## src/rtl/markov_table_arbiter.sv

```systemverilog
// Round-robin arbiter sharing the single-port Markov transition-table RAM among
// merge (0), training (1) and note-generator (2) engines, with bounded hold and RMW lock.
module markov_table_arbiter #(
  parameter int AW       = 10,
  parameter int DW       = 16,
  parameter int MAX_HOLD = 16
) (
  input  logic            clk,
  input  logic            reset,
  input  logic [2:0]      req,
  input  logic [2:0]      lock,
  input  logic [3*AW-1:0] req_addr,
  input  logic [3*DW-1:0] req_wdata,
  input  logic [2:0]      req_we,
  output logic [2:0]      grant,
  output logic            mem_en,
  output logic            mem_we,
  output logic [AW-1:0]   mem_addr,
  output logic [DW-1:0]   mem_wdata,
  input  logic [DW-1:0]   mem_rdata,
  output logic [DW-1:0]   rd_data,
  output logic [2:0]      rd_valid
);

  typedef enum logic {IDLE, OWNED} state_t;

  localparam logic [7:0] HOLD_LAST = 8'(MAX_HOLD - 1);

  state_t      state, state_n;
  logic [1:0]  owner, owner_n;
  logic [1:0]  rr_ptr, rr_n;
  logic [7:0]  hold_cnt, hold_n;
  logic [2:0]  grant_n;
  logic [2:0]  others;
  logic        handover;
  logic        own_we;

  function automatic logic [1:0] inc3(input logic [1:0] i);
    return (i == 2'd2) ? 2'd0 : i + 2'd1;
  endfunction

  // First set bit of r searching start, start+1, start+2 (mod 3).
  function automatic logic [1:0] rr_pick(input logic [2:0] r, input logic [1:0] start);
    logic [1:0] c0, c1, c2;
    c0 = start;
    c1 = inc3(c0);
    c2 = inc3(c1);
    if (r[c0])      return c0;
    else if (r[c1]) return c1;
    else            return c2;
  endfunction

  always_comb begin
    state_n  = state;
    owner_n  = owner;
    rr_n     = rr_ptr;
    hold_n   = hold_cnt;
    grant_n  = grant;
    others   = req & ~grant;
    handover = 1'b0;
    case (state)
      IDLE: begin
        if (|req) begin
          owner_n = rr_pick(req, rr_ptr);
          grant_n = 3'b001 << owner_n;
          state_n = OWNED;
          hold_n  = '0;
        end
      end
      OWNED: begin
        handover = !req[owner] ||
                   (!lock[owner] && (hold_cnt == HOLD_LAST) && (|others));
        if (handover) begin
          rr_n   = inc3(owner);
          hold_n = '0;
          if (|others) begin
            // Owner's own bit is masked out, so the search never lands back on it.
            owner_n = rr_pick(others, inc3(owner));
            grant_n = 3'b001 << owner_n;
          end else begin
            state_n = IDLE;
            grant_n = '0;
          end
        end else if (hold_cnt != HOLD_LAST) begin
          hold_n = hold_cnt + 8'd1;
        end
      end
    endcase
  end

  always_ff @(posedge clk) begin
    if (reset) begin
      state    <= IDLE;
      owner    <= '0;
      rr_ptr   <= '0;
      hold_cnt <= '0;
      grant    <= '0;
      rd_valid <= '0;
    end else begin
      state    <= state_n;
      owner    <= owner_n;
      rr_ptr   <= rr_n;
      hold_cnt <= hold_n;
      grant    <= grant_n;
      rd_valid <= grant & req & ~req_we;
    end
  end

  always_comb begin
    mem_addr  = '0;
    mem_wdata = '0;
    own_we    = 1'b0;
    if (|grant) begin
      case (owner)
        2'd0: begin
          mem_addr  = req_addr[0*AW +: AW];
          mem_wdata = req_wdata[0*DW +: DW];
          own_we    = req_we[0];
        end
        2'd1: begin
          mem_addr  = req_addr[1*AW +: AW];
          mem_wdata = req_wdata[1*DW +: DW];
          own_we    = req_we[1];
        end
        2'd2: begin
          mem_addr  = req_addr[2*AW +: AW];
          mem_wdata = req_wdata[2*DW +: DW];
          own_we    = req_we[2];
        end
        default: begin
          mem_addr  = '0;
          mem_wdata = '0;
          own_we    = 1'b0;
        end
      endcase
    end
  end

  assign mem_en  = |(grant & req);
  assign mem_we  = mem_en & own_we;
  assign rd_data = mem_rdata;

endmodule

```

## config.mk

```make
export PLATFORM = sky130hd
export DESIGN_NAME = markov_table_arbiter
export DESIGN_NICKNAME = d
export VERILOG_FILES = /design/src/rtl/markov_table_arbiter.sv
export SDC_FILE = /design/constraint.sdc
export NUM_CORES = 1
export LEC_CHECK = 0
export CORE_MARGIN = 5
export CORE_UTILIZATION = 35
export CTS_CLUSTER_DIAMETER = 200
export DETAILED_ROUTE_END_ITERATION = 6
export PLACE_DENSITY = 0.95
export SYNTH_ARGS = -nofsm -noshare
export SYNTH_HDL_FRONTEND = slang
export SYNTH_SLANG_ARGS = --single-unit
```

## constraint.sdc

```tcl
create_clock -name clk -period 4.9 [get_ports clk]
set_input_delay 1.47 -clock clk [delete_from_list [all_inputs] [get_ports clk]]
set_output_delay 1.47 -clock clk [all_outputs]
set_load 0.01 [all_outputs]
```

## After elaboration in Yosys (flattened, before gate mapping)

Cells that the tools add are included.

- Add/sub/neg operators: 6
- Order comparisons: 5
- Equal/unequal tests: 12
- Shifts and indexed selects: 2
- Multiplexer cells: 48
- Bitwise logic cells: 7
- Reduce and logical (&&, ||, !) cells: 14

Operators by type and width:

| cell | count |
|---|---|
| case mux 16 bit (3 select lines) | 1 |
| 2-to-1 mux 2 bit | 17 |
| case mux 10 bit (3 select lines) | 1 |
| 2-to-1 mux 8 bit | 3 |
| 2-to-1 mux 16 bit | 1 |
| case mux 8 bit (2 select lines) | 1 |
| less-than comparator 2 x 3 -> 1 bit, second input constant | 5 |
| binary-select mux 1 bit (select 2 bit) | 6 |
| OR reduction 3 bit | 4 |
| adder 2 x 1 -> 2 bit, second input constant | 5 |
| equality test 2 bit, second input constant | 5 |
| 2-to-1 mux 1 bit | 10 |
| 2-to-1 mux 10 bit | 1 |
| AND 3 bit | 3 |
| 2-to-1 mux 3 bit | 3 |
| adder 8 x 1 -> 8 bit, second input constant | 1 |
| equality test 8 x 4 -> 1 bit, second input constant | 1 |
| != test 8 x 4 -> 1 bit, second input constant | 1 |
| inverter 3 bit | 2 |
| case mux 3 bit (2 select lines) | 1 |
| AND reduction 2 bit | 3 |
| << shifter 1 x 2 -> 3 bit, first input constant | 2 |
| != test 2 x 1 -> 1 bit, second input constant | 2 |
| case mux 2 bit (2 select lines) | 1 |
| 12 further kinds | 14 |

- Bits in registers: 19
- Output and inout bits: 50
- Word-level logic and storage cells: 100

## Logic depth before layout (Yosys ltp)

Gate-level depths: netlist (run 1).

- Depth in word-level cells: 15
- Mapped depth: 6
- Depth with buffers taken out: 5

## Worst setup path after synthesis (run 1)

No wires, ideal clock.

- Path type: input -> output
- From: input req[0]
- To: output mem_we
- Arrival: 2.186 ns
- Required time: 3.430 ns
- Setup slack: 1.244 ns
- Cell stages on the path: 4
- Path buffers: 1
- Cells stage by stage: buf_2 -> nand2_1 -> nand3_1 -> nor3b_1

- Cells in the longest elaborated chain, start to end: 3

Ends and longest elaborated chain:

| element | RTL line | source |
|---|---|---|
| start: declaration | 10 | `input logic [2:0] req,` |
| AND 3 bit | 139 | `assign mem_en = \|(grant & req);` |
| OR reduction 3 bit | 139 |  |
| via mem_en | 16 | `output logic mem_en,` |
| AND 1 bit | 140 | `assign mem_we = mem_en & own_we;` |
| end: declaration | 17 | `output logic mem_we,` |

The timed path passes the listed nets, and every way through them passes these cells.

## Worst setup path after layout (run 1)

- From: input req_we[0]
- To: output mem_we

- Cells in the longest elaborated chain, start to end: 3

Ends and longest elaborated chain:

| element | RTL line | source |
|---|---|---|
| start: declaration | 14 | `input logic [2:0] req_we,` |
| case mux 1 bit (3 select lines) | 114 | `case (owner)` |
| 2-to-1 mux 1 bit | 113 | `if (\|grant) begin` |
| AND 1 bit | 140 |  |

Every way passes these cells.

==> impl_summary.log, run 1 <==
INFO  metric dp_hpwl = approximately 5500 um
INFO  metric crit_path_max_fanout = 2
INFO  metric synth_largest_type_area_fraction = ~21%
INFO  metric worst_slew_pin_slew = roughly 1200 ps
INFO  metric timing.setup.tns = 0 ps
INFO  metric min_delay_path_depth = 2
INFO  metric worst-r2r-cell-count = 5
INFO  metric drt_pass1_iterations = 4
INFO  metric post_cts_buffers = 0
INFO  metric min-delay-path-class = reg2reg
INFO  metric rsz_0062_raised_after_global_routing = false
INFO  metric fin_crit_sh = between 90% and 100%
INFO  metric cell_mode_on_critical_path = sky130_fd_sc_hd__clkdlybuf4s50_1
INFO  metric cts_buffers = 3
INFO  metric syn-instance-count = ~260
INFO  metric initialDrtViolationCount = between 100 and 150
INFO  metric p_per_area = about 240 nW/um2
INFO  metric rr_endpoint = hold_cnt[7]$_SDFFE_PP0P_
INFO  metric reg2reg_setup_slack = around 2200 ps
INFO  metric setup.worst_path.start_class = input pin
INFO  metric layout.cell_area.non_filler = 3047 um2
INFO  metric worst_path_largest_cell_delay = around 590 ps
INFO  metric p_leak = ~1.1 nW
INFO  metric regArea = 381.6 um2
INFO  metric timing.final.ws_setup = approximately 400 ps
INFO  metric worst_ep_arrival = 3040 ps
INFO  metric pre_cts_ws = approximately 410 ps
INFO  metric synth_warn = 0
INFO  metric cell_with_the_most_instances_after_synthesis = sky130_fd_sc_hd__nor2_1
INFO  metric finalWirelength = between 6000 and 7000 um
INFO  metric synth_area_per_cell = approximately 6.9 um2
INFO  metric clk_pin_slew_worst_setup_hold_paths = approximately 70 ps
INFO  metric critPathTopFamily = buffers and inverters
INFO  metric timing.max_cap.violations = 0
INFO  metric r2r-start = owner[0]$_SDFFE_PP0P_
INFO  metric vdd_drop_max = about 0.00010 V
INFO  metric die_h = approximately 82 um
INFO  metric antenna_found_initial = 0
INFO  metric syn-cell-area = between 1500 and 2000 um2
INFO  metric max_freq = 221.9 MHz
INFO  metric cp.buffers_inverters = 2
INFO  metric gp_congestion = between 0.9 and 1
INFO  metric clock_tree_root = sky130_fd_sc_hd__clkbuf_8
INFO  metric avgViaCountPerCell = approximately 5.4
INFO  metric nets = between 400 and 500
INFO  metric post-route-drc-count = 0
INFO  metric cts_num_sinks = 19
INFO  metric critical_path.cell_chain = clkdlybuf4s50_1 -> mux2i_1 -> nor2_1 -> a21oi_1 -> nor3b_1 -> clkdlybuf4s50_1
INFO  metric asyncSetResetFlopFracSynth = 0%
INFO  metric clock_latency = approximately 260 ps
INFO  metric dominantRegCellSynth = sky130_fd_sc_hd__dfxtp_1
INFO  metric floorplan.io_pins = 155
INFO  metric finalHoldViolations = 0
INFO  metric ctsLongestPathBuffers = 2
INFO  metric routed-via-count = about 2.3k
INFO  metric start_util = between 30 and 40%
INFO  metric core_region_area = 5107 um2
INFO  metric port_buffers = ~120
INFO  metric syn_nets = between 300 and 400
INFO  metric postCtsResizedCells = 0
INFO  metric cts_max_level = 1
INFO  metric floorplan.rows = 26
INFO  metric finalClockSkew = about 1.2 ps
INFO  metric die_area = roughly 6800 um2
INFO  metric area_delta_synth_final = 66.55%
INFO  metric wl_per_cell = ~16 um
INFO  metric report.final.setup_viol = 0
INFO  metric first_global_vias = 2291
INFO  metric worstHoldStart = hold_cnt[1]$_SDFFE_PP0P_
INFO  metric grt_overflow = 0
INFO  metric seq_area_frac_synth = 20.79%
INFO  metric post_cts_hold_buffer_count = 0
INFO  metric postRouteAntennaNets = 0
INFO  metric grt_first_pass_wirelength = around 10000 um
INFO  metric final_layout_size_suffix_gt1_share = under 10%
INFO  metric synth-edff-count = 0
INFO  metric timing.critical_path.to_type = output port
INFO  metric synth.top_cells.by_count = sky130_fd_sc_hd__nor2_1, sky130_fd_sc_hd__a21oi_1, sky130_fd_sc_hd__mux2i_1
INFO  metric die_width = slightly above 80 um
INFO  metric total_inserted_antenna_cells = 0
INFO  metric timing_worst_setup_path_type = in2out
INFO  metric worst-path-stages = 6
INFO  metric netlist.top_cell.by_area = sky130_fd_sc_hd__dfxtp_1
INFO  metric report.final.slew_viol_count = 0
INFO  metric flop_and_latch_count_out_of_synthesis = 19
INFO  metric run_status = finished, final reports clean
INFO  metric worst_ep_required_time = 3430 ps
INFO  metric synth_top_cells_by_area = sky130_fd_sc_hd__dfxtp_1, sky130_fd_sc_hd__mux2i_1, sky130_fd_sc_hd__nor2_1
INFO  metric grt_start_max_net_pins = 37
INFO  metric worst_slew_margin_rel = between 10% and 20%
INFO  metric power.total = 0.7330 mW
INFO  metric n_fill_cell = about 440
INFO  metric cts_tree = yes
INFO  metric final_period_minus_worst_setup_slack = around 4500 ps
INFO  metric synth.distinct_cells = 44
INFO  metric dpl_cell_area = 3000 um2
INFO  metric critical-path-slowest-cell = sky130_fd_sc_hd__clkdlybuf4s50_1
INFO  metric multi_input_comb_area = around 1300 um2
INFO  metric gr-usage-all-layers = between 10% and 20%
INFO  metric holdPathEnd = hold_cnt[1]$_SDFFE_PP0P_
logic make-up (layout without fill, tap and decap cells):
group / Yosys count / in the layout / synth area share, %
DFF: 19 / 19 / 20.79
AOI/OAI and AO/OA: 60 / 60 / 20.32
buffers and inverters: 38 / 135 / 11.35
adders and majority gates: 1 / 1 / 0.6839
muxes: 30 / 30 / 16.42
and+or+nand+nor: 110 / 110 / 27.56
xor gates and xnor gates: 6 / 6 / 2.873
layout make-up:
class                           count  area share, %
Clock buffer                        3          1.355
Multi-Input combinational cell    207          41.27
Sequential cell                    19          12.53
Clock inverter                      1         0.1643
Tap cell                           70          2.875
Inverter                            4         0.4928
Timing Repair Buffer              127          41.31
through the flow:
| stage | hold slack, ps | cells | utilization, % |
|---|---|---|---|
| after floorplan | 457.9 | 264 | - |
| final | 511.7 | 431 | 59.65 |
| after CTS | 521.6 | 431 | 59.65 |
| after detailed placement | 511.1 | 427 | 58.75 |
| after global routing | 564.9 | 431 | 59.65 |
| after global placement | 468.7 | 427 | 58.75 |
cell usage in the layout, fill, tap and decap left out, types with 3 or more instances in the layout:
| cell type | n |
|---|---|
| sky130_fd_sc_hd__nand2_1 | 13 |
| sky130_fd_sc_hd__nor3_1 | 6 |
| sky130_fd_sc_hd__a21oi_1 | 33 |
| sky130_fd_sc_hd__buf_4 | 5 |
| sky130_fd_sc_hd__nand3_1 | 6 |
| sky130_fd_sc_hd__a311oi_1 | 3 |
| sky130_fd_sc_hd__inv_1 | 3 |
| sky130_fd_sc_hd__and3_1 | 3 |
| sky130_fd_sc_hd__dfxtp_1 | 18 |
| sky130_fd_sc_hd__xor2_1 | 5 |
| sky130_fd_sc_hd__a31oi_1 | 3 |
| sky130_fd_sc_hd__o21ai_0 | 4 |
| sky130_fd_sc_hd__nor4_1 | 3 |
| sky130_fd_sc_hd__clkbuf_8 | 3 |
| sky130_fd_sc_hd__clkdlybuf4s50_1 | 122 |
| sky130_fd_sc_hd__mux2i_1 | 30 |
| sky130_fd_sc_hd__nor2_1 | 62 |
registers in the layout (all words and copies together), names as in the netlist:
signal	count
hold_cnt	8
grant	3
rr_ptr	2
rd_valid	3
owner	2
state	1
report_power, final:
part | switching [mW] | internal (mW) | total [mW]
Combinational | 0.209 | 0.236 | 0.445
Sequential | 0.0143 | 0.164 | 0.178
Clock | 0.0530 | 0.0567 | 0.110
worst min-delay path: stages, from the launching register on:
cell	delay, ps
sky130_fd_sc_hd__dfxtp_1	330
sky130_fd_sc_hd__nand2_1	60
sky130_fd_sc_hd__o32ai_1	70
routing by layer:
metal	vias up	global-route usage [%]	routed length, um
li1	1111	-	-
met1	1072	20.30	2378
met2	123	36.70	3696
met3	19	4.881	564
met4	0	9.136	229
met5	-	0	0
worst max-delay path by stage:
| stage | startpoint | to | slack [ps] |
|---|---|---|---|
| final | req_we[0] | mem_we | 390 |
| after global routing | req_we[2] | mem_we | 320 |
| after CTS | req_we[2] | mem_we | 390 |
| after detailed placement | req_we[2] | mem_we | 410 |
| after global placement | req_we[2] | mem_we | 440 |
| after floorplan | req[0] | mem_we | 1240 |
Power figures use the tool's default switching activity.
==> run 2: changes to the inputs <==
--- a/config.mk
+++ b/config.mk
@@ -6,9 +6,10 @@
 export NUM_CORES = 1
 export LEC_CHECK = 0
 export CORE_MARGIN = 5
-export CORE_UTILIZATION = 35
+export CORE_UTILIZATION = 33
 export CTS_CLUSTER_DIAMETER = 200
 export DETAILED_ROUTE_END_ITERATION = 6
+export GPL_TIMING_DRIVEN = 0
 export PLACE_DENSITY = 0.95
 export SYNTH_ARGS = -nofsm -noshare
 export SYNTH_HDL_FRONTEND = slang
==> constraint.sdc (replaced) <==
create_clock -name clk -period 4.8 [get_ports clk]
set_input_delay 1.44 -clock clk [delete_from_list [all_inputs] [get_ports clk]]
set_output_delay 1.44 -clock clk [all_outputs]
set_load 0.01 [all_outputs]
==> impl_summary.log, run 2 (synthesis results as in run 1) <==
INFO  metric fin_crit_sh = slightly above 90%
INFO  metric postCtsResizedCells = 0
INFO  metric gr-usage-all-layers = 19.78%
INFO  metric p_per_area = roughly 230 nW/um2
INFO  metric vdd_drop_max = around 0.00011 V
INFO  metric finalClockSkew = between 1.5 and 2 ps
INFO  metric finalHoldViolations = 0
INFO  metric cell_mode_on_critical_path = sky130_fd_sc_hd__clkdlybuf4s50_1
INFO  metric drt_pass1_iterations = 4
INFO  metric clock_tree_root = sky130_fd_sc_hd__clkbuf_8
INFO  metric worst_ep_arrival = 2990 ps
INFO  metric layout_common_cells = sky130_fd_sc_hd__clkdlybuf4s50_1, sky130_fd_sc_hd__nor2_1, sky130_fd_sc_hd__a21oi_1, sky130_fd_sc_hd__mux2i_1, sky130_fd_sc_hd__dfxtp_1
INFO  metric final_common_cell = sky130_fd_sc_hd__clkdlybuf4s50_1
INFO  metric setup.worst_path.start_class = input pin
INFO  metric largest-register = hold_cnt
INFO  metric dpl_cell_area = about 3300 um2
INFO  metric post_cts_buffers = 0
INFO  metric layout.cell_area.non_filler = ~3300 um2
INFO  metric antenna_found_initial = 0
INFO  metric postRouteAntennaNets = 0
INFO  metric cts_tree = yes
INFO  metric die_area = around 7100 um2
INFO  metric ctsLongestPathBuffers = 2
INFO  metric post-route-drc-count = 0
INFO  metric worst_ep_required_time = between 3000 and 4000 ps
INFO  metric wl_per_cell = between 15 and 20 um
INFO  metric final_cell_count_no_fill = 475
INFO  metric grt_first_pass_wirelength = 11620 um
INFO  metric total_placed_cells_including_tap_cells = 471
INFO  metric floorplan.rows = 27
INFO  metric report.final.slew_viol_count = 0
INFO  metric final_design_utilization = around three fifths
INFO  metric timing.setup.tns = 0 ps
INFO  metric floorplan.io_pins = 155
INFO  metric cts_buffers = 3
INFO  metric critPathLaunch = req_we[0]
INFO  metric area_delta_synth_final = 81.26%
INFO  metric final_period_minus_worst_setup_slack = roughly 4400 ps
INFO  metric clock_latency = around 260 ps
INFO  metric timing.max_cap.violations = 0
INFO  metric timing.critical_path.to_type = output port
INFO  metric clk_pin_slew_worst_setup_hold_paths = around 70 ps
INFO  metric critPathTopFamily = buffers and inverters
INFO  metric rsz_0062_raised_after_global_routing = false
INFO  metric die_h = 84.45 um
INFO  metric timing.final.ws_setup = between 300 and 400 ps
INFO  metric min-delay-path-class = reg2reg
INFO  metric core_region_area = between 5000 and 6000 um2
INFO  metric gp_congestion = between 0.9 and 1
INFO  metric largest_register_ffs = 8
INFO  metric worstHoldStart = hold_cnt[7]$_SDFFE_PP0P_
INFO  metric timing_worst_setup_path_type = in2out
INFO  metric final_layout_size_suffix_gt1_share = under 10%
INFO  metric crit_path_max_fanout = 2
INFO  metric port_buffers = ~140
INFO  metric pre_cts_ws = roughly 400 ps
INFO  metric nets = 510
INFO  metric r2r-start = owner[1]$_SDFFE_PP0P_
INFO  metric die_width = around 84 um
INFO  metric p_leak = 1.237 nW
INFO  metric worst_slew_margin_rel = between 30% and 40%
INFO  metric run_status = finished, final reports clean
INFO  metric critical-path-slowest-cell = sky130_fd_sc_hd__clkdlybuf4s50_1
INFO  metric reg2reg_setup_slack = around 2800 ps
INFO  metric grt_overflow = 0
INFO  metric avgViaCountPerCell = 5.208
INFO  metric total_inserted_antenna_cells = 0
INFO  metric worst_path_largest_cell_delay = ~590 ps
INFO  metric reg_top3 = hold_cnt x8, grant x3, rd_valid x3
INFO  metric post_cts_hold_buffer_count = 0
INFO  metric first_global_vias = 2581
INFO  metric initialDrtViolationCount = 138
INFO  metric report.final.setup_viol = 0
INFO  metric max_freq = 225.9 MHz
INFO  metric worst_slew_pin_slew = 1037 ps
INFO  metric start_util = between 30% and 40%
INFO  metric finalWirelength = 7576 um
INFO  metric cp.buffers_inverters = 2
INFO  metric cts_num_sinks = 19
INFO  metric routed-via-count = around 2.5k
INFO  metric grt_start_max_net_pins = 11
INFO  metric n_fill_cell = between 400 and 500
INFO  metric cts_max_level = 1
INFO  metric critical_path.cell_chain = clkdlybuf4s50_1 -> mux2i_1 -> nor2_1 -> a21oi_1 -> nor3b_1 -> clkdlybuf4s50_1
INFO  metric dp_hpwl = between 6000 and 7000 um
-- run 2: changes by cell type in the layout (fill, tap and decap cells not counted), sizes merged --
cell / before / now
clkbuf: 3 / 13
buf: 5 / 25
clkdlybuf4s50: 122 / 135
clkinv: 1 / 0
-- run 2: worst paths after layout --
check	cells past startpoint	end
setup reg to reg	6	owner[1]$_SDFFE_PP0P_
hold / removal	2	hold_cnt[7]$_SDFFE_PP0P_
hold reg to reg	2	hold_cnt[7]$_SDFFE_PP0P_
setup / recovery	6	mem_we
-- run 2: metal layers --
layer  track usage, %  wire (um)
met5                0          0
met4            8.058        227
met3            5.005        631
met2            37.09       3915
met1            20.90       2802
-- run 2: where the power goes --
group	total, mW	internal (mW)	switching, mW
registers	0.178	0.167	0.0105
clock network	0.111	0.0590	0.0517
logic	0.486	0.259	0.226
total	0.774	0.485	0.288
-- run 2: stage by stage --
stage / power [mW] / hold WS (ps)
2_1_floorplan: 0.4186 / 457.9
3_3_place_gp: 0.6557 / 468.8
3_5_place_dp: 0.6655 / 517.5
4_1_cts: 0.7751 / 526.8
5_1_grt: 0.8251 / 563.1
6_report: 0.7739 / 525.2
-- run 2: worst register-to-register path: cells and delay by family (launching register included) --
kind	cells	cell delay (ps)
AO/OA/AOI/OAI	4	1130
multiplexers	1	220
flip-flops	1	320
buffers and inverters	1	220
-- run 2: layout make-up --
cell class	count	area [um2]	share of cell area, %
repair buffers	135	1351	40.75
well taps	72	90.09	2.717
plain buffers	34	192.7	5.811
clock buffers	4	45.04	1.358
inverters	4	15.01	0.4528
flip-flops and latches	19	380.4	11.47
multi-input cells	207	1241	37.43
==> run 3: changes to the inputs <==
--- a/config.mk
+++ b/config.mk
@@ -5,12 +5,14 @@
 export SDC_FILE = /design/constraint.sdc
 export NUM_CORES = 1
 export LEC_CHECK = 0
+export ABC_AREA = 1
+export ABC_CLOCK_PERIOD_IN_PS = 4800
 export CORE_MARGIN = 5
-export CORE_UTILIZATION = 33
+export CORE_UTILIZATION = 35
 export CTS_CLUSTER_DIAMETER = 200
 export DETAILED_ROUTE_END_ITERATION = 6
 export GPL_TIMING_DRIVEN = 0
-export PLACE_DENSITY = 0.95
+export PLACE_DENSITY = 0.94
 export SYNTH_ARGS = -nofsm -noshare
 export SYNTH_HDL_FRONTEND = slang
 export SYNTH_SLANG_ARGS = --single-unit
==> impl_summary.log, run 3 <==
INFO  metric run_status = finished, final reports clean
INFO  metric grt_first_pass_wirelength = 12030 um
INFO  metric synth.distinct_cells = 38
INFO  metric cell_with_the_most_instances_after_synthesis = sky130_fd_sc_hd__nand2_1
INFO  metric clock_latency = 260 ps
INFO  metric critical-path-slowest-cell = sky130_fd_sc_hd__clkdlybuf4s50_1
INFO  metric routed-via-count = around 2.8k
INFO  metric syn-instance-count = 376
INFO  metric core_region_area = just under 6000 um2
INFO  metric synth-edff-count = 0
INFO  metric finalHoldViolations = 0
INFO  metric final_common_cell = sky130_fd_sc_hd__nand2_1
INFO  metric cts_max_level = 1
INFO  metric dominantRegCellSynth = sky130_fd_sc_hd__dfxtp_1
INFO  metric critPathLaunch = req[2]
INFO  metric post-route-drc-count = 0
INFO  metric antenna_found_initial = 0
INFO  metric timing.critical_path.to_type = output port
INFO  metric ctsLongestPathBuffers = 2
INFO  metric largest_register_ffs = 8
INFO  metric port_buffers = about 140
INFO  metric syn-cell-area = 2108 um2
INFO  metric seq_area_frac_synth = between 15 and 20%
INFO  metric postCtsResizedCells = 0
INFO  metric initialDrtViolationCount = between 150 and 200
INFO  metric worst_slew_pin_slew = ~640 ps
INFO  metric reg_top3 = hold_cnt x8, grant x3, rd_valid x3
INFO  metric fin_crit_sh = a little over nine tenths
INFO  metric gp_congestion = roughly 0.88
INFO  metric floorplan.io_pins = roughly 160
INFO  metric p_leak = roughly 1.7 nW
INFO  metric timing_worst_setup_path_type = in2out
INFO  metric min-delay-path-class = reg2reg
INFO  metric synth.top_cells.by_count = sky130_fd_sc_hd__nand2_1, sky130_fd_sc_hd__inv_1, sky130_fd_sc_hd__nand3_1
INFO  metric area_delta_synth_final = 72.17%
INFO  metric timing.final.ws_setup = 253.1 ps
INFO  metric dp_hpwl = 6638 um
INFO  metric crit_path_max_fanout = 6
INFO  metric drt_pass1_iterations = 4
INFO  metric grt_overflow = 0
INFO  metric max_freq = between 200 and 250 MHz
INFO  metric postRouteAntennaNets = 0
INFO  metric pre_cts_ws = 269.6 ps
INFO  metric floorplan.rows = 28
INFO  metric post_cts_hold_buffer_count = 0
INFO  metric report.final.slew_viol_count = 0
INFO  metric post_cts_buffers = 0
INFO  metric final_period_minus_worst_setup_slack = 4547 ps
INFO  metric asyncSetResetFlopFracSynth = 0%
INFO  metric synth_top_cells_by_area = sky130_fd_sc_hd__nand2_1, sky130_fd_sc_hd__dfxtp_1, sky130_fd_sc_hd__nand3_1
INFO  metric worst_slew_margin_rel = about 57%
INFO  metric flop_and_latch_count_out_of_synthesis = 19
INFO  metric syn_nets = roughly 480
INFO  metric first_global_vias = 2656
INFO  metric layout.cell_area.non_filler = around 3600 um2
INFO  metric r2r-start = hold_cnt[1]$_SDFFE_PP0P_
INFO  metric die_area = around 7700 um2
INFO  metric worst_path_largest_cell_delay = roughly 650 ps
INFO  metric finalWirelength = between 7000 and 8000 um
INFO  metric timing.max_cap.violations = 0
INFO  metric cts_tree = yes
INFO  metric netlist.top_cell.by_area = sky130_fd_sc_hd__nand2_1
INFO  metric layout_common_cells = sky130_fd_sc_hd__nand2_1, sky130_fd_sc_hd__clkdlybuf4s50_1, sky130_fd_sc_hd__inv_1, sky130_fd_sc_hd__nand3_1, sky130_fd_sc_hd__nor2_1
INFO  metric dpl_cell_area = between 3000 and 4000 um2
INFO  metric avgViaCountPerCell = about 4.8
INFO  metric gr-usage-all-layers = between 10% and 20%
INFO  metric worst_ep_required_time = roughly 3400 ps
INFO  metric p_per_area = ~300 nW/um2
INFO  metric synth_area_per_cell = between 5 and 6 um2
INFO  metric synth_warn = 0
INFO  metric start_util = 35.82%
INFO  metric vdd_drop_max = 0.0001717 V
INFO  metric critical_path.cell_chain = clkdlybuf4s50_1 -> nand2_1 -> nand3_1 -> nor3b_1 -> clkdlybuf4s50_1
INFO  metric timing.setup.tns = 0 ps
INFO  metric setup.worst_path.start_class = input pin
INFO  metric die_h = approximately 88 um
INFO  metric cts_num_sinks = 19
INFO  metric grt_start_max_net_pins = 12
INFO  metric total_inserted_antenna_cells = 0
INFO  metric worstHoldStart = hold_cnt[7]$_SDFFE_PP0P_
INFO  metric cts_buffers = 3
INFO  metric nets = around 630
INFO  metric largest-register = hold_cnt
INFO  metric rsz_0062_raised_after_global_routing = false
INFO  metric finalClockSkew = around 0.94 ps
INFO  metric clock_tree_root = sky130_fd_sc_hd__clkbuf_8
INFO  metric wl_per_cell = 13.28 um
INFO  metric clk_pin_slew_worst_setup_hold_paths = 70 ps
INFO  metric final_layout_size_suffix_gt1_share = between 10% and 20%
INFO  metric synth_largest_type_area_fraction = between 20% and 30%
INFO  metric report.final.setup_viol = 0
INFO  metric cell_mode_on_critical_path = sky130_fd_sc_hd__clkdlybuf4s50_1
INFO  metric worst_ep_arrival = 3110 ps
INFO  metric die_width = between 80 and 90 um
==> run 3: kinds of logic after synthesis <==
logic type	count (synthesis)	synth area share, %
AO/OA/AOI/OAI	27	9.496
XOR/XNOR	3	1.247
adder cells (fa/ha/maj)	1	0.5934
buffers and inverters	82	17.98
flip-flops	19	18.04
AND/OR/NAND/NOR	244	52.64
==> run 3: worst paths after layout <==
| path | to | slack (ps) | cells past startpoint |
|---|---|---|---|
| max | mem_we | 250 | 5 |
| min | hold_cnt[7]$_SDFFE_PP0P_ | 510 | 2 |
| max reg2reg | grant[1]$_SDFFE_PP0P_ | 3110 | 11 |
| min reg2reg | hold_cnt[7]$_SDFFE_PP0P_ | 510 | 2 |
==> run 3: routing by layer <==
metal  part of all wire, %  vias up  global-route usage [%]
met2                    51      133                   36.03
met3                   8.8       26                   5.174
met5                     0        -                       0
met1                    36     1234                   20.56
met4                   4.2        0                   8.089
li1                      -     1436                       -
==> run 3: through the flow <==
stage | hold WS, ps | total power [mW] | std cells | utilization, %
global route | 547.9 | 1.187 | 593 | 61.67
detailed placement | 496.9 | 0.9768 | 589 | 60.88
floorplan | 469.9 | 0.6180 | 376 | -
global placement | 481.5 | 0.9557 | 589 | 60.88
finish | 507.5 | 1.086 | 593 | 61.67
CTS | 510.9 | 1.093 | 593 | 61.67
==> run 3: worst max-delay path, delay by kind of cell <==
family	cells	cell delay (ps)
buffers and inverters	2	1230
and+or+nand+nor	3	440
==> run 3: layout make-up <==
| type | instances | area (um2) |
|---|---|---|
| Timing Repair Buffer | 138 | 1381 |
| Clock inverter | 1 | 5.005 |
| Clock buffer | 3 | 41.29 |
| Tap cell | 75 | 93.84 |
| Fill cell | 526 | 2256 |
| Multi-Input combinational cell | 275 | 1349 |
| Buffer | 29 | 180.2 |
| Inverter | 53 | 198.9 |
| Sequential cell | 19 | 380.4 |
==> run 3: power by group <==
group / internal (mW) / leakage (nW) / total (mW) / switching (mW)
Sequential: 0.174 / 0.155 / 0.195 / 0.0211
Clock: 0.0579 / 0.0255 / 0.116 / 0.0578
Combinational: 0.371 / 1.54 / 0.775 / 0.404
Total: 0.603 / 1.72 / 1.09 / 0.483
